**src/rtl/uart_tx_scheduler.sv**
```systemverilog
// uart_tx_scheduler: round-robin arbiter sharing one UART transmitter among N_REQ requesters
module uart_tx_scheduler #(
  parameter int P_Data_Width = 8,
  parameter int N_REQ        = 4,
  parameter int ACK_TIMEOUT  = 4
) (
  input  logic                          Clk,
  input  logic                          Reset,
  input  logic [N_REQ-1:0]              Req,
  input  logic [N_REQ*P_Data_Width-1:0] Req_Data,
  input  logic [N_REQ-1:0]              Req_Par_EN,
  input  logic [N_REQ-1:0]              Req_Par_TYP,
  input  logic                          busy,
  output logic [N_REQ-1:0]              Grant,
  output logic [N_REQ-1:0]              Done,
  output logic                          Err,
  output logic [P_Data_Width-1:0]       P_Data,
  output logic                          D_Valid,
  output logic                          Parity_EN,
  output logic                          Parity_TYP
);
  localparam int IW = (N_REQ > 1) ? $clog2(N_REQ) : 1;
  localparam int CW = $clog2(ACK_TIMEOUT + 1);
  typedef enum logic [1:0] {IDLE, ISSUE, WAIT_BUSY, WAIT_DONE} state_t;
  state_t                  state_q, state_d;
  logic [IW-1:0]           last_q, last_d, idx_q, idx_d, win, cand;
  logic [CW-1:0]           cnt_q, cnt_d;
  logic [N_REQ-1:0]        grant_q, grant_d, done_q, done_d;
  logic                    err_q, err_d, dv_q, dv_d, pen_q, pen_d, ptyp_q, ptyp_d, hit;
  logic [P_Data_Width-1:0] data_q, data_d;
  // Walk downward from the farthest slot so the nearest set bit after last_q wins.
  always_comb begin
    win  = last_q;
    hit  = 1'b0;
    cand = '0;
    for (int k = N_REQ; k >= 1; k--) begin
      cand = IW'((int'(last_q) + k) % N_REQ);
      if (Req[cand]) begin
        win = cand;
        hit = 1'b1;
      end
    end
  end
  always_comb begin
    state_d = state_q;
    last_d  = last_q;
    idx_d   = idx_q;
    cnt_d   = cnt_q;
    data_d  = data_q;
    pen_d   = pen_q;
    ptyp_d  = ptyp_q;
    grant_d = '0;
    done_d  = '0;
    err_d   = 1'b0;
    dv_d    = 1'b0;
    case (state_q)
      IDLE: if (!busy && hit) begin
        state_d      = ISSUE;
        idx_d        = win;
        data_d       = Req_Data[int'(win)*P_Data_Width +: P_Data_Width];
        pen_d        = Req_Par_EN[win];
        ptyp_d       = Req_Par_TYP[win];
        grant_d[win] = 1'b1;
        dv_d         = 1'b1;
      end
      ISSUE: begin
        state_d = WAIT_BUSY;
        cnt_d   = '0;
      end
      WAIT_BUSY: if (busy) state_d = WAIT_DONE;
      else if (cnt_q == CW'(ACK_TIMEOUT - 1)) begin
        err_d   = 1'b1;
        state_d = IDLE;
      end else cnt_d = cnt_q + 1'b1;
      WAIT_DONE: if (!busy) begin
        done_d[idx_q] = 1'b1;
        last_d        = idx_q;
        state_d       = IDLE;
      end
      default: state_d = IDLE;
    endcase
  end
  always_ff @(posedge Clk) begin
    if (Reset) begin
      state_q <= IDLE;
      last_q  <= IW'(N_REQ - 1);
      idx_q   <= '0;
      cnt_q   <= '0;
      data_q  <= '0;
      pen_q   <= 1'b0;
      ptyp_q  <= 1'b0;
      grant_q <= '0;
      done_q  <= '0;
      err_q   <= 1'b0;
      dv_q    <= 1'b0;
    end else begin
      state_q <= state_d;
      last_q  <= last_d;
      idx_q   <= idx_d;
      cnt_q   <= cnt_d;
      data_q  <= data_d;
      pen_q   <= pen_d;
      ptyp_q  <= ptyp_d;
      grant_q <= grant_d;
      done_q  <= done_d;
      err_q   <= err_d;
      dv_q    <= dv_d;
    end
  end
  assign Grant      = grant_q;
  assign Done       = done_q;
  assign Err        = err_q;
  assign P_Data     = data_q;
  assign D_Valid    = dv_q;
  assign Parity_EN  = pen_q;
  assign Parity_TYP = ptyp_q;
endmodule

```
**config.mk**
```make
export PLATFORM = sky130hd
export DESIGN_NAME = uart_tx_scheduler
export DESIGN_NICKNAME = d
export VERILOG_FILES = /design/src/rtl/uart_tx_scheduler.sv
export SDC_FILE = /design/constraint.sdc
export NUM_CORES = 1
export LEC_CHECK = 0
export ABC_AREA = 1
export CAP_MARGIN = 20
export CELL_PAD_IN_SITES_DETAIL_PLACEMENT = 1
export CELL_PAD_IN_SITES_GLOBAL_PLACEMENT = 2
export CORE_MARGIN = 1.5
export CORE_UTILIZATION = 24
export CTS_CLUSTER_DIAMETER = 40
export DETAILED_ROUTE_END_ITERATION = 6
export HOLD_SLACK_MARGIN = 0.06
export PLACE_DENSITY = 0.82
export SLEW_MARGIN = 20
export SYNTH_ARGS = -nofsm -noshare
export SYNTH_HDL_FRONTEND = slang
export SYNTH_SLANG_ARGS = --single-unit
export TNS_END_PERCENT = 50
```
**constraint.sdc**
```tcl
create_clock -name Clk -period 3.1 [get_ports Clk]
set_input_delay 0.62 -clock Clk [delete_from_list [all_inputs] [get_ports Clk]]
set_output_delay 0.62 -clock Clk [all_outputs]
set_load 0.02 [all_outputs]
```
==> metrics.csv <==
stage;metric;value;unit
sta;worst slew pin tran;0.550;ns
placed_design;worst slack, placed;0.461;ns
logic_synthesis;synthesized netlist net count;288;
clock_tree;Hold Buf Count CTS;0;
setup_path;WP data arrival;2.49;ns
floorplanning;Placeable Area;6830;sq um
clock_tree;largest buffer count on any clock path;2;
logic_synthesis;Synth top area share;34.0;%
min_path;Hold Path Stages;1;
setup_path;R2R Setup Slk;0.88;ns
power;PD cells;476;nW/um^2
floorplanning;Initial Util;25.0;%
power;sw frac;33.7;%
placed_design;Port Buffers;66;
sta;period utilisation layout;75.1;%
sta;Final min period;2.33;ns
layout;Multi-input gate area;950;sq um
setup_path;crit path from;Req[3];
logic_synthesis;Area contributors post-synth;dfxtp_1 34%, nand3_1 9.4%, nand2_1 9.2%;
grt;M3 GR Usage;2.65;%
drt;WL per Instance;12.5;um
layout;Final nets;351;
logic_synthesis;Mapped Cells;239;
grt;vias in the first global route;1755;
setup_path;CP Cell Sequence;clkdlybuf4s50_1, inv_1, nand2_1, nand3_2, nand2_1, inv_1, nand2_2, nand3_4, nand2_4, nor2_2, nand2_1, nand2_1, nor2_1, nor2_1;
floorplanning;Die H;87.4;um
clock_tree;H-tree Lvls;2;
sta;Post-Route Skew;0.00342;ns
setup_path;worst path bufs/invs;3;
power;Peak VDD IR;0.000122;V
placed_design;Placer Congestion;0.752;
grt;GRT Total Usage;13.9;%
drt;# DRC;0;
grt;total congestion overflow;0;
power;Internal;793;uW
clock_tree;CTS clk-pin slew, worst paths;0.06;ns
sta;RSZ-0062 raised after global routing;false;
grt;global-route wire length before repair;8330;um
setup_path;r2r endpoint;P_Data[1];
floorplanning;I/O pins;67;
setup_path;CP required;3.27;ns
setup_path;reg2reg start;last_q[0];
layout;Syn-to-layout area delta;47.1;%
clock_tree;post-CTS sizing;0;
layout;register area;581;sq um
drt;via count;1790;
sta;Slew HR;63.3;%
power;leakage power figure;1.04;nW
logic_synthesis;Avg Inst Size Synth;7.15;sq um
logic_synthesis;Synth area leader;dfxtp_1;
power;Flop pwr share;36.7;%
sta;Slew Viols, Final;0;
floorplanning;Die Area;7640;sq um
setup_path;kind of end point of the critical path;flop;
clock_tree;CTS tree;yes;
setup_path;most used cell, CP;nand2_1;
drt;antenna viol nets, final;0;
min_path;Hold Crit Endpoint;cnt_q[0];
setup_path;Worst Setup Start Kind;input port;
logic_synthesis;distinct cell type count of the synthesized netlist;29;
setup_path;Top delay family on crit path;simple AND/OR/NAND/NOR gates;
floorplanning;Chip Width;87.4;um
drt;final WL;5000;um
grt;met2 usage;21.4;%
drt;Vias/cell;4.49;
layout;utilization after layout;36.8;%
power;Comb pwr share;35.2;%
setup_path;worst reg-to-reg path cell count;13;
setup_path;Worst path max stage delay;0.52;ns
flow_run;Max Cap Violations;0;
clock_tree;# clock sinks;29;
sta;Final Hold Vio Count;0;
grt;initial antenna violation count;0;
logic_synthesis;Syn Std Cell Area;1710;sq um
min_path;worst hold start;cnt_q[0];
clock_tree;clock latency on the worst-skew pair;0.27;ns
sta;# setup viols final;0;
logic_synthesis;synthesized flop and latch total;29;
setup_path;CP max-delay cell;clkdlybuf4s50_1;
sta;Max Clk Rate;0.430;GHz
setup_path;CP max FO;26;
min_path;HP Class;reg2reg;
floorplanning;num rows;30;
layout;fillers;867;
drt;Detailed Routing Iterations Pass 1;4;
logic_synthesis;yosys warns;0;
sta;Final TNS setup;0;ns
power;switching power;404;uW
logic_synthesis;Seq/Total Area, Yosys;34.0;%
run_status;outcome;finished, final reports clean;
drt;DR iter-0 viols;43;
clock_tree;setup bufs post-CTS;0;
clock_tree;TritonCTS Buffers;5;
grt;largest net degree at the start of global routing;27;
grt;grt met1 use;19.4;%
sta;Final WS setup;0.773;ns
clock_tree;Root Buffer;clkbuf_8;
power;clock power share;28.1;%
grt;most crowded layer after global routing;met2;
layout;layout cells sized above 1;10.9;%
setup_path;Worst Path Class, Setup;in2reg;
placed_design;hpwl dp;3870;um
sta;final hold slack;0.471;ns
layout;Inserted Diodes;0;
-- cells by family (layout without fill, tap and decap cells) --
logic type,Yosys count,count (layout),share of synthesized area (%)
and+or+nand+nor,149,149,45.0
AOI/OAI and AO/OA,26,26,9.08
adders and majority gates,2,2,1.46
buffers and inverters,33,97,10.5
DFF,29,29,34.0
-- flip-flops by register name, summed over array words and instances, names as in the netlist --
| name | cells |
|---|---|
| D_Valid | 1 |
| Done | 4 |
| Err | 1 |
| Grant | 4 |
| P_Data | 8 |
| Parity_EN | 1 |
| Parity_TYP | 1 |
| cnt_q | 3 |
| idx_q | 2 |
| last_q | 2 |
| state_q | 2 |
-- layout make-up --
type	count	area share, %
clock buffers	7	3.83
inverters	21	3.43
flip-flops and latches	29	23.1
clock inverters	1	0.199
well taps	96	4.78
multi-input cells	177	37.8
repair buffers	68	26.9
-- layout by cell type, fill, tap and decap left out, types with 2 or more instances in the layout --
| cell type | count |
|---|---|
| nand2_2 | 8 |
| nand4_1 | 18 |
| nor2_2 | 2 |
| a21oi_1 | 5 |
| nor4_1 | 2 |
| nand2_4 | 5 |
| inv_1 | 19 |
| nand3_2 | 2 |
| nor3_1 | 6 |
| nand2_1 | 42 |
| o21ai_0 | 14 |
| ha_1 | 2 |
| nand3_1 | 32 |
| nor2_1 | 29 |
| dfxtp_1 | 29 |
| clkbuf_8 | 7 |
| o211ai_1 | 3 |
| clkdlybuf4s50_1 | 66 |
| buf_4 | 2 |
-- synth_stat cells, drive strengths merged --
| master | number |
|---|---|
| a211oi | 1 |
| o22ai | 1 |
| dfxtp | 29 |
| nand2 | 55 |
| nor3 | 6 |
| ha | 2 |
| a21oi | 5 |
| nand3 | 35 |
| buf | 9 |
| o211ai | 3 |
| inv | 21 |
| nor2 | 33 |
| nand4 | 18 |
| clkbuf | 3 |
| nor4 | 2 |
| a21boi | 1 |
| o21ai | 15 |
-- layer usage --
metal	part of all wire [%]	routed length, um
met5	0	0
met4	0.76	38
met3	3.3	167
met2	45	2280
met1	50	2520
-- per-stage QoR --
stage	instances	cell area (sq um)	power [mW]
floorplan	239	1710	0.712
global placement	391	2410	0.863
detailed placement	391	2410	0.870
CTS	399	2510	1.21
global route	399	2510	1.28
finish	399	2510	1.20
-- worst max-delay path by stage --
stage,to,slack (ns),cells past startpoint
after floorplan,P_Data[0],1.34,12
after global routing,P_Data[2],0.57,13
after detailed placement,P_Data[4],0.46,14
after global placement,P_Data[5],0.52,14
after CTS,P_Data[4],0.75,14
final,P_Data[1],0.77,14
-- power groups by stage --
stage / combinational (mW) / sequential [mW] / clock (mW)
2_1_floorplan: 0.239 / 0.473 / 0
3_3_place_gp: 0.416 / 0.447 / 0
3_5_place_dp: 0.423 / 0.447 / 0
4_1_cts: 0.424 / 0.439 / 0.348
5_1_grt: 0.469 / 0.445 / 0.364
6_report: 0.421 / 0.439 / 0.337
(Power assumes the default switching activity.)
